[src/rtl/mastermind_pkg.sv]
// Shared definitions for the guess-entry / feedback path of the mastermind game.
// Peg width, feedback codes, game state encoding and the colour-wrap helper.
package mastermind_pkg;

   localparam int PEG_W           = 3;
   localparam int NUM_COLOURS_DEF = 6;

   localparam logic [1:0] FB_NONE   = 2'd0;
   localparam logic [1:0] FB_COLOUR = 2'd1;
   localparam logic [1:0] FB_EXACT  = 2'd2;

   typedef enum logic [1:0] {
      ST_ENTRY = 2'd0,
      ST_CHECK = 2'd1,
      ST_DONE  = 2'd2
   } state_e;

   typedef enum logic [2:0] {
      CMD_NONE   = 3'd0,
      CMD_NEW    = 3'd1,
      CMD_SUBMIT = 3'd2,
      CMD_UP     = 3'd3,
      CMD_NEXT   = 3'd4,
      CMD_REVIEW = 3'd5
   } cmd_e;

   function automatic logic [PEG_W-1:0] next_colour(input logic [PEG_W-1:0] c, input int n);
      if (int'(c) >= n - 1) return '0;
      return c + PEG_W'(1);
   endfunction

endpackage

[src/rtl/guess_history_mem.sv]
// Per-round guess history: one row per submitted guess, synchronous write, and a
// registered read port that selects between a stored row and the live guess.
module guess_history_mem
   import mastermind_pkg::*;
#(
   parameter int DEPTH = 8,
   parameter int ROW_W = 4 * PEG_W,
   parameter int AW    = $clog2(DEPTH)
) (
   input  logic             clk_i,
   input  logic             rst_n_i,
   input  logic             we_i,
   input  logic [AW-1:0]    waddr_i,
   input  logic [ROW_W-1:0] wdata_i,
   input  logic             sel_mem_i,
   input  logic [AW-1:0]    raddr_i,
   input  logic [ROW_W-1:0] live_i,
   output logic [ROW_W-1:0] row_o
);

   logic [ROW_W-1:0] mem_q [DEPTH];
   logic [ROW_W-1:0] row_q;

   always_ff @(posedge clk_i) begin
      if (we_i) mem_q[waddr_i] <= wdata_i;
   end

   // A write only happens on submit, which also deselects the memory, so read
   // and write never target the same row on one edge.
   always_ff @(posedge clk_i or negedge rst_n_i) begin
      if (!rst_n_i) row_q <= '0;
      else          row_q <= sel_mem_i ? mem_q[raddr_i] : live_i;
   end

   assign row_o = row_q;

endmodule

[src/rtl/guess_register.sv]
// Game-level controller: peg editing, submit/feedback sequencing, win/lose and
// history review. history0..3 feed the combinational feedback block; ssd0..3 return.
module guess_register
   import mastermind_pkg::*;
#(
   parameter int NUM_COLOURS = NUM_COLOURS_DEF,
   parameter int MAX_ROUNDS  = 8
) (
   input  logic             clk,
   input  logic             rst_n,
   input  logic             btn_up,
   input  logic             btn_next,
   input  logic             btn_submit,
   input  logic             btn_review,
   input  logic             new_game,
   input  logic [1:0]       ssd0,
   input  logic [1:0]       ssd1,
   input  logic [1:0]       ssd2,
   input  logic [1:0]       ssd3,
   output logic [PEG_W-1:0] history0,
   output logic [PEG_W-1:0] history1,
   output logic [PEG_W-1:0] history2,
   output logic [PEG_W-1:0] history3,
   output logic [1:0]       cursor,
   output logic [3:0]       round,
   output logic             review_active,
   output logic             fb_valid,
   output logic             win,
   output logic             lose
);

   localparam int AW    = $clog2(MAX_ROUNDS);
   localparam int ROW_W = 4 * PEG_W;

   state_e                  state_q, state_d;
   logic [3:0][PEG_W-1:0]   g_q, g_d;
   logic [1:0]              cursor_q, cursor_d;
   logic [3:0]              round_q, round_d;
   logic [3:0]              view_q, view_d;
   logic                    review_q, review_d;
   logic                    fb_valid_q, fb_valid_d;
   logic                    win_q, win_d;
   logic                    lose_q, lose_d;
   logic                    wr_en;
   logic                    rev_active_n;
   logic [3:0]              rev_view_n;
   logic [ROW_W-1:0]        row;
   cmd_e                    cmd;

   always_comb begin : p_cmd
      cmd = CMD_NONE;
      if      (new_game)   cmd = CMD_NEW;
      else if (btn_submit) cmd = CMD_SUBMIT;
      else if (btn_up)     cmd = CMD_UP;
      else if (btn_next)   cmd = CMD_NEXT;
      else if (btn_review) cmd = CMD_REVIEW;
   end

   // Review walks rows 0..round-1, then one more press returns to the live guess.
   always_comb begin : p_review
      rev_active_n = review_q;
      rev_view_n   = view_q;
      if (round_q != 4'd0) begin
         if (!review_q) begin
            rev_active_n = 1'b1;
            rev_view_n   = 4'd0;
         end else if (view_q == round_q - 4'd1) begin
            rev_active_n = 1'b0;
         end else begin
            rev_view_n = view_q + 4'd1;
         end
      end
   end

   always_comb begin : p_next
      state_d    = state_q;
      g_d        = g_q;
      cursor_d   = cursor_q;
      round_d    = round_q;
      view_d     = view_q;
      review_d   = review_q;
      fb_valid_d = 1'b0;
      win_d      = win_q;
      lose_d     = lose_q;
      wr_en      = 1'b0;
      if (cmd == CMD_NEW) begin
         state_d  = ST_ENTRY;
         g_d      = '0;
         cursor_d = 2'd0;
         round_d  = 4'd0;
         view_d   = 4'd0;
         review_d = 1'b0;
         win_d    = 1'b0;
         lose_d   = 1'b0;
      end else begin
         case (state_q)
            ST_ENTRY: begin
               case (cmd)
                  CMD_SUBMIT: begin
                     wr_en    = 1'b1;
                     review_d = 1'b0;
                     state_d  = ST_CHECK;
                  end
                  CMD_UP: begin
                     g_d[cursor_q] = next_colour(g_q[cursor_q], NUM_COLOURS);
                     review_d      = 1'b0;
                  end
                  CMD_NEXT: begin
                     cursor_d = cursor_q + 2'd1;
                     review_d = 1'b0;
                  end
                  CMD_REVIEW: begin
                     review_d = rev_active_n;
                     view_d   = rev_view_n;
                  end
                  default: ;
               endcase
            end
            ST_CHECK: begin
               fb_valid_d = 1'b1;
               round_d    = round_q + 4'd1;
               if (ssd0 == FB_EXACT && ssd1 == FB_EXACT &&
                   ssd2 == FB_EXACT && ssd3 == FB_EXACT) begin
                  win_d   = 1'b1;
                  state_d = ST_DONE;
               end else if (round_q == 4'(MAX_ROUNDS - 1)) begin
                  lose_d  = 1'b1;
                  state_d = ST_DONE;
               end else begin
                  cursor_d = 2'd0;
                  state_d  = ST_ENTRY;
               end
            end
            ST_DONE: begin
               if (cmd == CMD_REVIEW) begin
                  review_d = rev_active_n;
                  view_d   = rev_view_n;
               end
            end
            default: state_d = ST_ENTRY;
         endcase
      end
   end

   always_ff @(posedge clk or negedge rst_n) begin
      if (!rst_n) begin
         state_q    <= ST_ENTRY;
         g_q        <= '0;
         cursor_q   <= 2'd0;
         round_q    <= 4'd0;
         view_q     <= 4'd0;
         review_q   <= 1'b0;
         fb_valid_q <= 1'b0;
         win_q      <= 1'b0;
         lose_q     <= 1'b0;
      end else begin
         state_q    <= state_d;
         g_q        <= g_d;
         cursor_q   <= cursor_d;
         round_q    <= round_d;
         view_q     <= view_d;
         review_q   <= review_d;
         fb_valid_q <= fb_valid_d;
         win_q      <= win_d;
         lose_q     <= lose_d;
      end
   end

   guess_history_mem #(
      .DEPTH (MAX_ROUNDS),
      .ROW_W (ROW_W),
      .AW    (AW)
   ) u_mem (
      .clk_i     (clk),
      .rst_n_i   (rst_n),
      .we_i      (wr_en),
      .waddr_i   (round_q[AW-1:0]),
      .wdata_i   (g_q),
      .sel_mem_i (review_d),
      .raddr_i   (view_d[AW-1:0]),
      .live_i    (g_d),
      .row_o     (row)
   );

   assign history0      = row[0*PEG_W +: PEG_W];
   assign history1      = row[1*PEG_W +: PEG_W];
   assign history2      = row[2*PEG_W +: PEG_W];
   assign history3      = row[3*PEG_W +: PEG_W];
   assign cursor        = cursor_q;
   assign round         = round_q;
   assign review_active = review_q;
   assign fb_valid      = fb_valid_q;
   assign win           = win_q;
   assign lose          = lose_q;

endmodule

[config.mk]
export PLATFORM = sky130hd
export DESIGN_NAME = guess_register
export DESIGN_NICKNAME = d
export VERILOG_FILES = /design/src/rtl/mastermind_pkg.sv /design/src/rtl/guess_history_mem.sv /design/src/rtl/guess_register.sv
export SDC_FILE = /design/constraint.sdc
export NUM_CORES = 1
export LEC_CHECK = 0
export BUFFER_PORTS_ARGS = -buffer_cell sky130_fd_sc_hd__buf_2
export CAP_MARGIN = 20
export CORE_AREA = 2 2 125 127
export CTS_CLUSTER_SIZE = 28
export DETAILED_ROUTE_END_ITERATION = 16
export DIE_AREA = 0 0 127 129
export PLACE_DENSITY = 0.65
export SETUP_SLACK_MARGIN = 0.05
export SLEW_MARGIN = 10
export SYNTH_ARGS = -nofsm -noshare
export SYNTH_HDL_FRONTEND = slang
export SYNTH_SLANG_ARGS = --single-unit
[constraint.sdc]
create_clock -name clk -period 3.6 [get_ports clk]
set_clock_uncertainty 0.05 [all_clocks]
set_input_delay 0.36 -clock clk [delete_from_list [all_inputs] [get_ports clk]]
set_output_delay 0.36 -clock clk [all_outputs]
set_load 0.005 [all_outputs]
==> metrics.txt <==
CP max FO=14; Max-slew headroom=34.3%; Leak=2.93 nW; count of different cell masters after synthesis=48; commonest non-fill, non-tap cell in the layout=edfxtp_1; Placement Rows=45; drt drc=0; antenna violations before repair=0; Finish-stage setup viols=0; # nets final=509; pwr dens=502 mW/mm^2; Post-CTS Setup Bufs=0; Core Footprint=0.0150 sq mm; vias in the first global route=3954; sequential fraction of the synthesis area=65.2%; Placer Congestion=0.827; Post-Place Cell Area=0.00638 sq mm; Ports=37; delay of the slowest critical-path stage=0.49 ns; initial drt markers=314; slowest CP cell=dfrtp_1; CTS tree=built; H-Tree Level Count=4; Slew @ Worst Pin=0.985 ns; commonest non-fill, non-tap cells in the layout=edfxtp_1 (96), nand2_1 (46), dfrtp_1 (40); IO buf count=36; Clock Latency Late Sink=0.42 ns; max-slew violation count=0; Period minus WS final=3.16 ns; DR vias=3729; CTS clk-pin slew, worst paths=0.06 ns; share of cells above drive strength 1=21.9%; Diodes inserted=0; Post-Syn Instances=434; final instance area=0.00696 sq mm; worst setup path start=round[0]$_DFFE_PN0P_; CP Capture Type=flop; Setup crit start kind=flop; starting density of the core=39.7%; Reg2Reg Depth=10; status=finished, final reports clean; Peak Freq=0.316 GHz; Worst Setup Path Type=flop to flop; synthesized flop and latch total=136; CP cell instances=inv_1 -> ha_1 -> xnor3_1 -> nand3_1 -> nor2_1 -> a221oi_4 -> inv_2 -> nand3_2 -> o22a_1 -> o221ai_1; Tot GR Track Use=17.4%; top_reg_cell synth=edfxtp_1; RSZ-0062 raised after global routing=false; Hold Crit Class=input pin to async pin; Max Buffers Root-to-Sink=2; Die ar.=0.0164 sq mm; Syn Area/Cell=13.7 sq um; final setup TNS=0 ns; Die Wd=127 um; Overflow after GRT=0; clock root cell=clkbuf_16; Num CTS Buffers=17; number of vias per cell=5.44; number of synthesized flops with an enable pin=96; Final Cycle Share=87.9%; CTS resizes=0; Peak VDD IR=348 uV; Critical R2R Launch=round[0]$_DFFE_PN0P_; die height=129 um; DR WL/cell=19.5 um; global-route wire length before repair=21200 um; worst path required time=3.82 ns; total clock sinks=136; critical path arrival=3.38 ns; YS warnings=0; HPWL after DPL=8570 um; Area growth syn-to-layout=16.9%; largest net degree at the start of global routing=41; MaxCap Viol Count=0; Post-CTS Hold Buffers=0; Final Hold Viols=0; WL final=13300 um; Syn Std Cell Area=0.00595 sq mm; hold slack=0.0539 ns; Initial DRT Pass Iterations=4; post-layout util=46.5%; Net Count, Synth=459; Detail Route Antenna Nets=0; FFs w/ async S/R, synth=29.4%
-- cells in the mapped netlist (all sizes together) (2+ instances only) --
cell	count	area, sq um
a21oi	31	155
a22o	12	105
a31oi	3	18.8
and3	2	12.5
buf	13	93.8
clkbuf	8	30.0
dfrtp	40	1000
edfxtp	96	2880
ha	10	125
inv	15	56.3
mux2i	29	290
mux4	3	67.6
nand2	46	173
nand2b	6	37.5
nand3	14	80.1
nand3b	2	15.0
nor2	23	86.3
nor2b	2	12.5
nor3	4	20.0
nor3b	2	15.0
nor4b	3	26.3
nor4bb	2	20.0
o2111a	2	22.5
o211ai	8	100
o21a	4	30.0
o21ai	12	63.8
o221ai	5	43.8
o22a	12	105
or3	6	37.5
xor2	6	52.6
-- cell families (layout without fill, tap and decap cells) --
kind of cell	Yosys count	after routing	synth area share [%]
multiplexers	32	32	6.01
flip-flops	136	136	65.2
AO/OA/AOI/OAI	95	95	12.3
AND/OR/NAND/NOR	117	117	9.88
buffers and inverters	36	99	3.03
XOR/XNOR	8	8	1.41
adder cells (fa/ha/maj)	10	10	2.10
-- registers in the layout, summed over array words and instances (netlist names) --
| signal | cells |
|---|---|
| u_mem.mem_q | 96 |
| g_q | 12 |
| u_mem.row_o | 12 |
| round | 4 |
| view_q | 4 |
| cursor | 2 |
| state_q | 2 |
| fb_valid | 1 |
| lose | 1 |
| review_active | 1 |
| win | 1 |
-- worst max-delay path, delay by kind of cell (launching register included) --
kind                       cells  cell delay [ns]
and+or+nand+nor                3             0.69
adders and majority gates      1             0.24
AOI/OAI and AO/OA              3             0.80
xor gates and xnor gates       1             0.35
DFF                            1             0.49
buffers and inverters          2             0.38
-- worst paths after layout --
| kind | slack (ns) | end |
|---|---|---|
| min in group clk | 0.22 | view_q[3]$_DFFE_PN0P_ |
| hold / removal | 0.05 | round[2]$_DFFE_PN0P_ |
| max in group asynchronous | 2.83 | cursor[1]$_DFFE_PN0P_ |
| setup reg to reg | 0.44 | u_mem.row_o[7]$_DFF_PN0_ |
| setup / recovery | 0.44 | u_mem.row_o[7]$_DFF_PN0_ |
| hold reg to reg | 0.46 | lose$_DFFE_PN0P_ |
-- report_power, final --
part	leakage (nW)	internal (W)	total [W]	switching, W
clock	0.277	0.00102	0.00168	0.000662
sequential	1.33	0.00168	0.00170	0.0000213
combinational	1.32	0.0000406	0.000107	0.0000660
total	2.93	0.00275	0.00350	0.000749
-- stage by stage --
stage	worst slack (ns)	std cells	power, W
2_1_floorplan	0.996	434	0.00179
3_3_place_gp	0.531	653	0.00184
3_5_place_dp	0.456	653	0.00184
4_1_cts	0.420	685	0.00352
5_1_grt	0.226	685	0.00360
6_report	0.435	685	0.00350
-- layer usage --
metal / vias up / part of all wire, % / global-route usage, %
met5: - / 0 / 0
met4: 0 / 1.9 / 7.11
met3: 17 / 4.0 / 4.20
met2: 91 / 51 / 29.6
met1: 1888 / 43 / 21.6
li1: 1733 / - / -
-- layout make-up --
class	count	area, sq um
sequential	136	3880
timing repair buffer	52	300
multi-input combinational	262	1910
clock inverter	14	150
tap	188	235
clock buffer	18	429
fill	1340	8020
inverter	15	56.3
Power figures use the tool's default switching activity.
